==> src/rtl/axil_lsu_master.sv <==
// axil_lsu_master: single-outstanding AXI4-Lite initiator for the load-store unit.
// Optional watchdog on bus phases is compiled in with AXIL_MASTER_TIMEOUT_EN.
module axil_lsu_master #(
    parameter int TIMEOUT_CYCLES = 255
) (
    input  logic        clk,
    input  logic        reset,
    input  logic        req_valid,
    output logic        req_ready,
    input  logic        req_wen,
    input  logic [1:0]  req_size,
    input  logic        req_signed,
    input  logic [31:0] req_addr,
    input  logic [31:0] req_wdata,
    output logic        resp_valid,
    output logic [31:0] resp_rdata,
    output logic        resp_err,
    output logic [31:0] ar_addr,
    output logic [31:0] ar_width,
    output logic        ar_valid,
    input  logic        ar_ready,
    input  logic [31:0] r_data,
    input  logic        r_valid,
    output logic        r_ready,
    output logic [31:0] aw_addr,
    output logic [1:0]  aw_port,
    output logic        aw_valid,
    input  logic        aw_ready,
    output logic [31:0] w_data,
    output logic [3:0]  w_strb,
    output logic        w_valid,
    input  logic        w_ready,
    input  logic [1:0]  b_resp,
    input  logic        b_valid,
    output logic        b_ready
);
    typedef enum logic [2:0] {IDLE, AR, R, WR, B, RESP} state_t;
    state_t state, state_nx;
    logic        signed_q, aw_done, w_done, bad, accept, aw_hs, w_hs, timeout;
    logic [1:0]  size_q;
    logic [31:0] addr_q, wdata_q, load_data;

    if (TIMEOUT_CYCLES < 1) begin : g_bad_timeout
        $error("TIMEOUT_CYCLES must be at least 1");
    end

    assign accept = req_valid && req_ready;
    assign bad = (req_size == 2'd3) || (req_size == 2'd1 && req_addr[0]) ||
                 (req_size == 2'd2 && req_addr[1:0] != 2'd0);
    assign aw_hs = aw_valid && aw_ready;
    assign w_hs = w_valid && w_ready;
    assign load_data = size_q == 2'd0 ? {{24{signed_q && r_data[7]}}, r_data[7:0]} :
                       size_q == 2'd1 ? {{16{signed_q && r_data[15]}}, r_data[15:0]} : r_data;
    assign ar_addr = addr_q;
    assign aw_addr = addr_q;
    assign aw_port = 2'd0;
    assign w_data = wdata_q;

`ifdef AXIL_MASTER_TIMEOUT_EN
    logic [31:0] cnt;
    logic        in_bus;
    assign in_bus = state inside {AR, R, WR, B};
    assign timeout = in_bus && cnt == 32'(TIMEOUT_CYCLES - 1);
    // Restart on every state change so each bus phase gets its own budget.
    always_ff @(posedge clk)
        cnt <= (reset || state_nx != state || !in_bus) ? 32'd0 : cnt + 32'd1;
`else
    assign timeout = 1'b0;
`endif

    always_ff @(posedge clk)
        state <= reset ? IDLE : state_nx;

    always_comb begin
        state_nx = state;
        case (state)
            IDLE:    if (accept) state_nx = bad ? RESP : (req_wen ? WR : AR);
            AR:      if (ar_valid && ar_ready) state_nx = R;
            R:       if (r_valid) state_nx = RESP;
            WR:      if ((aw_done || aw_hs) && (w_done || w_hs)) state_nx = B;
            B:       if (b_valid) state_nx = RESP;
            default: state_nx = IDLE;
        endcase
        if (timeout) state_nx = RESP;
    end

    // Handshake outputs are withheld in the expiring cycle so no transfer races the abort.
    always_comb begin
        req_ready = state == IDLE && !reset;
        ar_valid = state == AR && !timeout;
        r_ready = state == R && !timeout;
        aw_valid = state == WR && !aw_done && !timeout;
        w_valid = state == WR && !w_done && !timeout;
        b_ready = state == B && !timeout;
        resp_valid = state == RESP;
        ar_width = state == AR ? 32'd8 << size_q : 32'd0;
        w_strb = state != WR ? 4'b0000 : size_q == 2'd0 ? 4'b0001 : size_q == 2'd1 ? 4'b0011 : 4'b1111;
    end

    always_ff @(posedge clk) begin
        if (reset) begin
            addr_q <= 32'd0;
            wdata_q <= 32'd0;
            size_q <= 2'd0;
            signed_q <= 1'b0;
            aw_done <= 1'b0;
            w_done <= 1'b0;
            resp_rdata <= 32'd0;
            resp_err <= 1'b0;
        end else begin
            if (accept) begin
                addr_q <= req_addr;
                wdata_q <= req_wdata;
                size_q <= req_size;
                signed_q <= req_signed;
                aw_done <= 1'b0;
                w_done <= 1'b0;
            end
            if (aw_hs) aw_done <= 1'b1;
            if (w_hs) w_done <= 1'b1;
            if (state_nx == RESP && state != RESP) begin
                resp_rdata <= (state == R && !timeout) ? load_data : 32'd0;
                resp_err <= state == R ? timeout : state == B ? (timeout || b_resp != 2'd0) : 1'b1;
            end
        end
    end
endmodule

==> config.mk <==
export PLATFORM = sky130hd
export DESIGN_NAME = axil_lsu_master
export DESIGN_NICKNAME = d
export VERILOG_FILES = /design/src/rtl/axil_lsu_master.sv
export SDC_FILE = /design/constraint.sdc
export NUM_CORES = 1
export LEC_CHECK = 0
export BUFFER_PORTS_ARGS = -buffer_cell sky130_fd_sc_hd__buf_4
export CORE_ASPECT_RATIO = 0.8
export CORE_MARGIN = 1
export CORE_UTILIZATION = 44
export CTS_CLUSTER_DIAMETER = 80
export DETAILED_ROUTE_END_ITERATION = 10
export GPL_ROUTABILITY_DRIVEN = 0
export HOLD_SLACK_MARGIN = 0.08
export PLACE_DENSITY = 0.91
export SLEW_MARGIN = 40
export SYNTH_ARGS = -nofsm -noshare
export SYNTH_HDL_FRONTEND = slang
export SYNTH_SLANG_ARGS = --single-unit
==> constraint.sdc <==
create_clock -name clk -period 2.49 [get_ports clk]
set_input_delay 0.249 -clock clk [delete_from_list [all_inputs] [get_ports clk]]
set_output_delay 0.249 -clock clk [all_outputs]
set_load 0.02 [all_outputs]
# Yosys cells after proc, flatten, opt, wreduce, memory -nomap -nowiden
# Cells that the tools add are included.
# Widths: inputs -> output; s select.
dict set report op_classes {
  addsub 0
  multipliers 0
  n_div 0
  magnitude_cmp 0
  n_eq_ne 12
  n_shift 1
  mux 20
  n_bitwise 0
  reduce_logical 26
}
# operator n
set op_table {}
lappend op_table {{$mux 32} 4}
lappend op_table {{$shl 4x2->32 const A} 1}
lappend op_table {{$mux 3} 6}
lappend op_table {{$pmux 3 s5} 1}
lappend op_table {{$logic_and 1x1->1} 13}
lappend op_table {{$mux 4} 3}
lappend op_table {{$eq 3x3->1 const B} 3}
lappend op_table {{$reduce_bool 2->1} 4}
lappend op_table {{$eq 3x2->1 const B} 2}
lappend op_table {{$mux 1} 5}
lappend op_table {{$eq 2x1->1 const B} 2}
lappend op_table {{$eq 2x2->1 const B} 2}
lappend op_table {{$logic_or 1x1->1} 4}
lappend op_table {{$eq 3x1->1 const B} 1}
lappend op_table {{$logic_not 1->1} 3}
lappend op_table {{$logic_not 3->1} 1}
lappend op_table {{$ne 3x2->1 const B} 1}
lappend op_table {{$ne 3x3->1 const B} 1}
lappend op_table {{$logic_not 2->1} 1}
lappend op_table {{$mux 2} 1}
dict set report totals {
  ff_bits 105
  latch_bits 0
  ram_bits 0
  rom_bits 0
  mem_count 0
}

# Logic depth before layout (Yosys ltp)
# Gate-level depths: netlist of run 1.
dict set report logic_depth {
  word_depth 9
  depth_mapped 8
  mapped_depth_nobuf 5
}

# Least setup slack after synthesis of run 1
# No wires, ideal clock.
dict set report synth_timing {
  path_kind {reg-to-reg}
  startpoint {register state[2]}
  endpoint {register resp_rdata[10]}
  t_arrival_ps 1994
  required_time_ps 2403
  setup_slack_ps 409
  path_stages_with_launch 9
  path_cell_list {dfxtp_1 > buf_4 > nor4_4 > nand2_2 > o221a_4 > or2_1 > buf_2 > buf_6 > o31ai_2}
}
# element line_no
set synth_lines {}
lappend synth_lines {{start, declared} 38} ;# state_t state, state_nx;
lappend synth_lines {{start signal, assigned} 72} ;# state <= reset ? IDLE : state_nx;
lappend synth_lines {{$logic_not 3->1} 89} ;# req_ready = state == IDLE && !reset;
lappend synth_lines {{$logic_and 1x1->1} 89}
lappend synth_lines {{named net req_ready} 9} ;# output logic req_ready,
lappend synth_lines {{$logic_and 1x1->1} 47} ;# assign accept = req_valid && req_ready;
lappend synth_lines {{$mux 3} 77} ;# IDLE: if (accept) state_nx = bad ? RESP : (req_wen ? WR : AR);
lappend synth_lines {{$pmux 3 s5} 76} ;# case (state)
lappend synth_lines {{$eq 3x3->1} 121} ;# if (state_nx == RESP && state != RESP) begin
lappend synth_lines {{$logic_and 1x1->1} 121}
lappend synth_lines {{end signal, assigned} 122} ;# resp_rdata <= (state == R && !timeout) ? load_data : 32'd0;
lappend synth_lines {{end, declared} 16} ;# output logic [31:0] resp_rdata,
# The timed path passes the listed nets, and every way through them passes these cells.
# A chain may end at the register's enable or synchronous reset.

# Worst setup path in the final report of run 1
dict set report layout_timing {
  startpoint {register state[2]}
  endpoint {register resp_rdata[0]}
}
dict set report layout_via {
  elab_chain_cells 9
}
# element line_no
set layout_rtl {}
lappend layout_rtl {{$eq 3x2->1} {76, 92, 93}}
lappend layout_rtl {{$logic_and 1x1->1, on equally long branches} {92, 93}}
lappend layout_rtl {{$logic_and 1x1->1, on equally long branches} {50, 51}}
lappend layout_rtl {{$logic_or 1x1->1} 80} ;# WR: if ((aw_done || aw_hs) && (w_done || w_hs)) state_nx = B;
lappend layout_rtl {{$logic_and 1x1->1} 80}
lappend layout_rtl {{$mux 3} 80}
lappend layout_rtl {{$pmux 3 s5} 76}
lappend layout_rtl {{$eq 3x3->1} 121}
lappend layout_rtl {{$logic_and 1x1->1} 121}
# Several ways; a longest one is shown, not always the timed one.

==> run metrics, run 1 <==
status complete, no violations; CTS tree yes; startpoint types flip-flop; period utilization 91.9%; Synthesis Warnings 0; IO Pins 284; Sw Share 30.9%; DR iter-0 viols 199; ys flop type dfxtp_1; HPWL Detailed 9560 µm; FF+latch count, synth 105; Final Max Tran Viols 0; wire per inst 14.6 µm; most frequent cells in the layout 264 x buf_4, 137 x nand2_1, 105 x dfxtp_1; critical hold path startpoint req_wdata[19]; Inserted Clock Buffers 9; Netlist Area Pre-Place 4810 µm²; Initial Util 46.0%; CP Buf/Inv Count 1; Std-Cell Rows 33; Avg Cell Area, Syn 8.20 µm²; total area of sequential cells 2100 µm²; top cell family by delay on the critical path compound AO/OA/AOI/OAI gates; worst-path maximum fanout 33; Setup CP Type reg2reg; Post-Place Cells 913; largest stage delay on the critical path 0.56 ns; Power Density 673 nW/µm²; vias in the first global route 4231; area of the die 11300 µm²; fmax 437 MHz; P_int 3210 µW; Reg-to-Reg End resp_rdata[0]$_SDFFE_PP0P_; Mapped Cells 586; # port buffers 253; via/cell ratio 4.96; DR vias 4687; Critical-path top delay cell dfxtp_1; # DRC 0; # fillers 869; die extent in y 95.5 µm; Hold Path Depth 3; n_diodes 0; fraction of layout cells with a size suffix above 1 37.6%; global-route usage over all layers 23.0%; Leak 0.00345 µW; hold crit path type in2reg; Max-slew headroom 52.9%; Die W 119 µm; Nets 910; clk buf depth 2; post-synth cell types 42; non-filler cells, final 945; CP Capture Type flip-flop; first-pass GRT wire length 20800 µm; post-synthesis sequential area ratio 43.7%; Hold Violations, Final 0; post-route ant nets 0; Endpoint, Worst Hold w_data[19]$_SDFFE_PP0P_; crit-path cells and4b_1 -> o22ai_1 -> a221oi_4 -> or2_1 -> buf_4 -> o41ai_1; Skew-Pair Late Insertion Delay 0.34 ns; Comb power frac 25.6%; CP required 2.72 ns; crit path DAT 2.52 ns; area of the multi-input gates 2110 µm²; GRT Residual Overflow 0; H-tree depth 3; Crit path depth 6; Total Neg Setup Slack 0 ns; largest net degree at the start of global routing 67; Clock Skews 0.00817 ns; MaxCap Viol Count 0; RSZ-0062 raised after global routing no; worst slew pin tran 0.706 ns; NetSw 1440 µW; register clock-pin slew on the reported worst setup and hold paths 0.07 ns; setup violators final 0; Layout area overhead 43.8%; Peak VDD IR 0.453 mV; initial antenna violation count 0; launch point of the worst path state[2]$_SDFF_PP0_; Post-Route WL 13800 µm; Clk pwr share 33.2%; Core ar. 10400 µm²; Num Clock Sinks 105; commonest non-fill, non-tap cell in the layout buf_4; Initial DRT Pass Iterations 4; worst r2r src state[2]$_SDFF_PP0_; worst r2r path cells 6; sequential power share 41.3%; final critical-path required period 2.29 ns; worst reg2reg setup slack 0.20 ns; fraction of registers with async set/reset 0%; Clock Root Buffer clkbuf_16; number of synthesized flops with an enable pin 0
[final cells by class]
| class | instances | area share, % |
|---|---|---|
| tap | 140 | 2.53 |
| multi-input combinational | 391 | 30.6 |
| clock inverter | 5 | 1.23 |
| sequential | 105 | 30.4 |
| inverter | 13 | 0.706 |
| timing repair buffer | 280 | 31.0 |
| clock buffer | 11 | 3.51 |
[sequential cells by signal (all words and copies together) (netlist names)]
register,cells
size_q,2
aw_done,1
w_data,32
ar_addr,32
resp_rdata,32
w_done,1
signed_q,1
resp_err,1
state,3
[worst max-delay path by stage]
| stage | slack (ns) | to |
|---|---|---|
| after floorplan | 0.41 | resp_rdata[10]$_SDFFE_PP0P_ |
| after global placement | 0.35 | resp_err$_SDFFE_PP0P_ |
| after detailed placement | 0.26 | resp_err$_SDFFE_PP0P_ |
| after CTS | 0.21 | resp_rdata[0]$_SDFFE_PP0P_ |
| after global routing | 0.1 | resp_rdata[0]$_SDFFE_PP0P_ |
| final | 0.20 | resp_rdata[0]$_SDFFE_PP0P_ |
[cells in the mapped netlist, drive strengths merged (3+ instances only)]
master / n / area (µm²)
nor2: 15 / 56.3
o211ai: 15 / 113
o21ai: 50 / 250
dfxtp: 105 / 2100
a21oi: 12 / 60.1
buf: 77 / 553
nor2b: 18 / 113
o41ai: 9 / 139
inv: 12 / 45.0
nand3: 42 / 210
clkbuf: 29 / 109
nor4: 4 / 40.0
nand3b: 28 / 210
nand2: 138 / 521
nor3: 3 / 15.0
o31ai: 9 / 103
[per-layer routing]
layer | vias up | global-route usage [%] | wire [µm] | part of all wire [%]
li1 | 2298 | - | - | -
met1 | 2187 | 26.6 | 5710 | 41
met2 | 195 | 42.3 | 7050 | 51
met3 | 7 | 5.98 | 970 | 7.0
met4 | 0 | 6.01 | 103 | 0.74
met5 | - | 0 | 0 | 0
[power by group through the flow]
stage / registers (µW) / clock network, µW / logic [µW]
finish: 1920 / 1540 / 1190
global route: 1940 / 1640 / 1270
CTS: 1920 / 1570 / 1190
detailed placement: 1960 / 0 / 1160
global placement: 1950 / 0 / 1150
floorplan: 2070 / 0 / 619
[worst register-to-register path, stage by stage (launching register included)]
cell and delay [ns]:
dfxtp_1 0.56, and4b_1 0.27, o22ai_1 0.40, a221oi_4 0.14, or2_1 0.24, buf_4 0.26
o41ai_1 0.31
[timing repair]
action | in CTS | in global routing
endpoints found under the hold margin | 16 | 0
hold buffers | 16 | 0
gates resized for setup | 0 | 0
setup buffers | 0 | 0
[cell families after synthesis]
group                  count (synthesis)  share of synthesized area, %
muxes                                  1                         0.234
AOI/OAI and AO/OA                    103                          15.5
DFF                                  105                          43.7
and+or+nand+nor                      257                          25.6
buffers and inverters                119                          14.8
other                                  1                        0.0780
[through the flow]
step	power [µW]	hold WS (ns)	cell area, µm²	util (%)	setup slack (ns)
after floorplan	2690	0.348	4910	-	0.409
after global placement	3100	0.431	6420	61.5	0.347
after detailed placement	3120	0.434	6420	61.5	0.259
after CTS	4680	0.0805	6910	66.2	0.210
after global routing	4840	0.0816	6910	66.2	0.0968
final	4650	0.0877	6910	66.2	0.202
No activity file was read; power rests on OpenSTA's default activity.
==> inputs of run 2 (changes only) <==
- ABC_AREA: not set -> 1
- PLACE_DENSITY: 0.91 -> not set
- PLACE_DENSITY_LB_ADDON: not set -> 0.2
==> run metrics, run 2 <==
status complete, no violations; startpoint types flip-flop; Power Density 716 nW/µm² (+6.4%); final critical-path required period 2.32 ns (+0.0325 ns); ranking of synthesized cells by area dfxtp_1 42%, nand2_1 17%, buf_4 9.7%; Mapped Cells 718 (+23%); Critical-path top delay cell clkinv_1; CP Capture Type output port; Layout area overhead 38.3%; worst-path maximum fanout 17 (-48%); Setup CP Type reg2out; Hold Path Depth 3 (unchanged); IO Pins 284 (unchanged); commonest non-fill, non-tap cell in the layout buf_4; Post-Route WL 13400 µm (-2.9%); HPWL Detailed 9720 µm (+1.7%); FF+latch count, synth 105 (unchanged); Core ar. 10900 µm² (+4.7%); DR iter-0 viols 320 (+61%); CP required 2.24 ns (-0.48 ns); die extent in y 96.9 µm (+1.5%); # fillers 1051 (+21%); crit path DAT 2.07 ns (-0.45 ns); number of synthesized flops with an enable pin 0 (unchanged); Synthesis Warnings 0 (unchanged); Reg-to-Reg End resp_rdata[0]$_SDFFE_PP0P_; Total Neg Setup Slack 0 ns (unchanged); H-tree depth 3 (unchanged); CTS tree yes; vias in the first global route 4216 (-0.35%); hold crit path type in2reg; # Post-CTS Setup Buffers 0 (unchanged); Avg Cell Area, Syn 6.90 µm² (-16%); worst r2r src state[0]$_SDFF_PP0_; Leak 0.00373 µW (+7.9%); register clock-pin slew on the reported worst setup and hold paths 0.07 ns (about the same); post-route ant nets 0 (unchanged); Skew-Pair Late Insertion Delay 0.35 ns (about the same); clk buf depth 2 (unchanged); global-route usage over all layers 22.5% (-0.46 points); largest area contributor in the netlist dfxtp_1; fraction of registers with async set/reset 0% (unchanged); Peak VDD IR 0.359 mV (-21%); most common cell in the netlist nand2_1; worst r2r path cells 11 (+5); most used cell, CP nor2_1; Clock Skews 0.00648 ns (-0.00169 ns); worst slew pin tran 0.691 ns (-0.0156 ns); Endpoint, Worst Hold w_data[9]$_SDFFE_PP0P_; Clock Root Buffer clkbuf_16; RSZ-0062 raised after global routing no; Initial DRT Pass Iterations 5 (+1); crit-path cells nor2_1 -> clkinv_1 -> nor2_1 -> buf_4; post-synthesis sequential area ratio 42.4% (-1.3 points); post-cts hold buffer count 0 (-16); n_diodes 0 (unchanged); fmax 431 MHz (-1.4%); MaxCap Viol Count 0 (unchanged); critical hold path startpoint req_wdata[9]; Netlist Area Pre-Place 4950 µm² (+3.1%); # DRC 0 (unchanged); DR vias 4837 (+3.2%); commonest cells in the netlist 226 x nand2_1, 105 x dfxtp_1, 94 x nor2_1; Num Clock Sinks 105 (unchanged); most frequent cells in the layout 260 x buf_4, 226 x nand2_1, 105 x dfxtp_1; Nets 1025 (+13%); largest stage delay on the critical path 0.52 ns (-0.04 ns); first-pass GRT wire length 21000 µm (+0.99%); wire per inst 12.6 µm (-14%); Setup WS post-layout 0.169 ns (-0.0325 ns); post-synth cell types 27 (-36%); setup violators final 0 (unchanged); period utilization 93.2% (+1.3 points); # port buffers 253 (unchanged); share of the synthesized area in the top cell type 42.4% (-1.3 points); worst reg2reg setup slack 0.55 ns (+0.35 ns); Max-slew headroom 53.9% (+1.0 points); Inserted Clock Buffers 9 (unchanged); GRT Residual Overflow 0 (unchanged); Final Max Tran Viols 0 (unchanged); area of the die 11700 µm² (+3.0%); via/cell ratio 4.55 (-8.3%); Initial Util 45.3% (-0.69 points); largest net degree at the start of global routing 70 (+4.5%); Hold Violations, Final 0 (unchanged); Std-Cell Rows 34 (+3.0%); fraction of layout cells with a size suffix above 1 32.0% (-5.7 points); cts repair resizes 0 (unchanged); Setup WS pre-CTS 0.567 ns (+0.308 ns); initial antenna violation count 0 (unchanged); Die W 121 µm (+1.5%); ys flop type dfxtp_1
-- run 2: cell types whose count changed after synthesis, sizes merged, moves of 4 or more --
| cell | previous run | this run |
|---|---|---|
| nor2 | 15 | 97 |
| nand3 | 42 | 89 |
| clkbuf | 29 | 25 |
| a21oi | 12 | 18 |
| inv | 12 | 41 |
| nand2 | 138 | 230 |
| nand3b | 28 | 0 |
| o21ai | 50 | 20 |
| o41ai | 9 | 0 |
| o211ai | 15 | 0 |
| nor2b | 18 | 0 |
| o31ai | 9 | 1 |
-- run 2: critical path: cells and delay by family, from the launching register on --
| family | cells | cell delay [ns] |
|---|---|---|
| buffers and inverters | 2 | 0.69 |
| DFF | 1 | 0.35 |
| and+or+nand+nor | 2 | 0.68 |
-- run 2: report_power, final --
group	total, µW	internal [µW]	switching, µW
clock network	1480	820	659
logic	1440	573	871
registers	1980	1860	120
-- run 2: worst max-delay path by stage --
| stage | slack, ns | startpoint | cells after the start | end |
|---|---|---|---|---|
| after floorplan | 0.78 | state[0]$_SDFF_PP0_ | 4 | ar_width[4] |
| after global placement | 0.57 | state[1]$_SDFF_PP0_ | 11 | resp_rdata[0]$_SDFFE_PP0P_ |
| after detailed placement | 0.57 | state[0]$_SDFF_PP0_ | 11 | resp_rdata[31]$_SDFFE_PP0P_ |
| after CTS | 0.20 | size_q[1]$_SDFFE_PP0P_ | 4 | ar_width[3] |
| after global routing | 0.04 | size_q[1]$_SDFFE_PP0P_ | 4 | ar_width[3] |
| final | 0.17 | size_q[1]$_SDFFE_PP0P_ | 4 | ar_width[3] |
-- run 2: final cells by class --
class	instances	area [µm²]	area share, %
clock buffers	10	239	3.49
well taps	144	180	2.63
inverters	42	159	2.32
multi-input cells	496	2120	31.0
repair buffers	261	1970	28.8
clock inverters	6	73.8	1.08
flip-flops and latches	105	2100	30.7
-- run 2: cell families after synthesis --
logic type             synth area share, %
and+or+nand+nor                       35.5
buffers and inverters                 17.0
DFF                                   42.4
AOI/OAI and AO/OA                     4.97
other                               0.0757
-- run 2: metal layers --
metal	wire, µm	GRT usage (%)
met5	0	0
met2	6240	35.5
met1	5930	29.8
met3	1160	7.19
met4	114	5.41
-- run 2: per-stage QoR --
stage	util (%)	instances	total power, µW	hold slack (ns)	instance area (µm²)
6_report	62.7	1064	4900	0.0900	6850
3_3_place_gp	59.8	1048	3450	0.444	6540
5_1_grt	62.7	1064	5160	0.0845	6850
2_1_floorplan	-	747	2980	0.318	5060
4_1_cts	62.7	1064	4950	0.0800	6850
3_5_place_dp	59.8	1048	3470	0.446	6540
==> inputs of run 3 (changes only) <==
- MAX_ROUTING_LAYER: not set -> met4
==> run metrics, run 3 (same netlist as run 2, synthesis figures left out) <==
P_int 3250 µW (about the same); Max-slew headroom 55.1% (+1.1 points); # port buffers 253 (unchanged); final critical-path required period 2.31 ns (-0.0152 ns); Max Used Layer met4; HPWL Detailed 9720 µm (unchanged); setup violators final 0 (unchanged); Comb power frac 29.5% (about the same); Std-Cell Rows 34 (unchanged); GRT Residual Overflow 0 (unchanged); Setup CP Type reg2out; Leak 0.00373 µW (unchanged); H-tree depth 3 (unchanged); Reg-to-Reg End resp_rdata[12]$_SDFFE_PP0P_; initial antenna violation count 0 (unchanged); CP required 2.24 ns (about the same); wire per inst 12.6 µm (about the same); CP Capture Type output port; Core ar. 10900 µm² (unchanged); worst-path maximum fanout 17 (unchanged); Skew-Pair Late Insertion Delay 0.34 ns (about the same); Setup WS pre-CTS 0.567 ns (unchanged); post-cts hold buffer count 0 (unchanged); Total Neg Setup Slack 0 ns (unchanged); post-route ant nets 0 (unchanged); Setup WS post-layout 0.184 ns (+0.0152 ns); most frequent cells in the layout 260 x buf_4, 226 x nand2_1, 105 x dfxtp_1; crit path DAT 2.06 ns (about the same); wire length on met3 979 µm (-16%); area of the die 11700 µm² (unchanged); NetSw 1640 µW (-0.46%); clk buf depth 2 (unchanged); worst r2r path cells 11 (unchanged); DR vias 4869 (+0.66%); Clock Skews 0.00709 ns (+0.000606 ns); # DRC 0 (unchanged); Inserted Clock Buffers 9 (unchanged); Layout area overhead 38.3% (unchanged); DR iter-0 viols 308 (-3.8%); Clk pwr share 30.0% (-0.2 points); fraction of layout cells with a size suffix above 1 32.0% (unchanged); area of the multi-input gates 2120 µm² (unchanged); Final Max Tran Viols 0 (unchanged); worst r2r src state[0]$_SDFF_PP0_; total area of sequential cells 2100 µm² (unchanged); IO Pins 284 (unchanged); largest net degree at the start of global routing 70 (unchanged); Post-Route WL 13400 µm (about the same); vias in the first global route 4219 (+0.071%); Num Clock Sinks 105 (unchanged); Power Density 715 nW/µm² (-0.16%); crit path to ar_width[3]; Post-Place Cells 1048 (unchanged); Nets 1025 (unchanged); Clock Root Buffer clkbuf_16; worst slew pin tran 0.674 ns (-0.0171 ns); die extent in y 96.9 µm (unchanged); global-route usage over all layers 23.2% (+0.64 points); Peak VDD IR 0.359 mV (-0.13%); first-pass GRT wire length 21000 µm (-0.26%); # fillers 1051 (unchanged); worst reg2reg setup slack 0.55 ns (about the same); Die W 121 µm (unchanged); commonest non-fill, non-tap cell in the layout buf_4; period utilization 92.6% (-0.61 points); register clock-pin slew on the reported worst setup and hold paths 0.07 ns (about the same); Initial DRT Pass Iterations 7 (+2); cts repair resizes 0 (unchanged); CTS tree yes; Sw Share 33.6% (-0.10 points); Initial Util 45.3% (unchanged); RSZ-0062 raised after global routing no; hold crit path type in2reg; sequential power share 40.4% (about the same); non-filler cells, final 1064 (unchanged); via/cell ratio 4.58 (+0.66%); status complete, no violations; metal2 WL 6370 µm (+2.2%); MaxCap Viol Count 0 (unchanged); fmax 434 MHz (+0.66%); final core occ 62.7% (unchanged); WL met1 6000 µm (+1.3%); startpoint types flip-flop; launch point of the worst path size_q[1]$_SDFFE_PP0P_; n_diodes 0 (unchanged); # Post-CTS Setup Buffers 0 (unchanged); Hold Violations, Final 0 (unchanged)
run 3: power by group through the flow:
stage	Sequential, µW	Combinational, µW	Clock [µW]
6_report	1980	1450	1470
5_1_grt	2000	1570	1590
4_1_cts	1980	1450	1510
3_5_place_dp	2020	1450	0
2_1_floorplan	2200	771	0
3_3_place_gp	2010	1440	0
run 3: stage by stage:
| stage | power, µW | hold WS [ns] | instance area, µm² |
|---|---|---|---|
| finish | 4890 | 0.0902 | 6850 |
| global route | 5160 | 0.0868 | 6850 |
| CTS | 4950 | 0.0800 | 6850 |
| detailed placement | 3470 | 0.446 | 6540 |
| global placement | 3450 | 0.444 | 6540 |
| floorplan | 2980 | 0.318 | 5060 |
run 3: metal layers:
metal,vias up,track usage [%]
li1,2531,-
met1,2166,30.8
met2,165,35.5
met3,7,5.31
met4,0,5.70
met5,-,-
run 3: area by class of cell:
cell class	count	share of cell area (%)
Clock buffer	10	3.49
Clock inverter	6	1.08
Inverter	42	2.32
Multi-Input combinational cell	496	31.0
Sequential cell	105	30.7
Tap cell	144	2.63
Timing Repair Buffer	261	28.8
run 3: worst min-delay path by stage:
stage,start,depth (start not counted),to,slack (ns)
after floorplan,reset,1,state[0]$_SDFF_PP0_,0.32
after global placement,req_wdata[31],3,w_data[31]$_SDFFE_PP0P_,0.44
after detailed placement,req_wdata[17],3,w_data[17]$_SDFFE_PP0P_,0.45
after CTS,req_wdata[9],3,w_data[9]$_SDFFE_PP0P_,0.08
after global routing,req_wdata[17],3,w_data[17]$_SDFFE_PP0P_,0.09
final,req_wdata[17],3,w_data[17]$_SDFFE_PP0P_,0.09
run 3: worst max-delay path, cell delays in order, from the launching register on:
cell	delay, ns
dfxtp_1	0.35
nor2_1	0.42
clkinv_1	0.52
nor2_1	0.26
buf_4	0.17
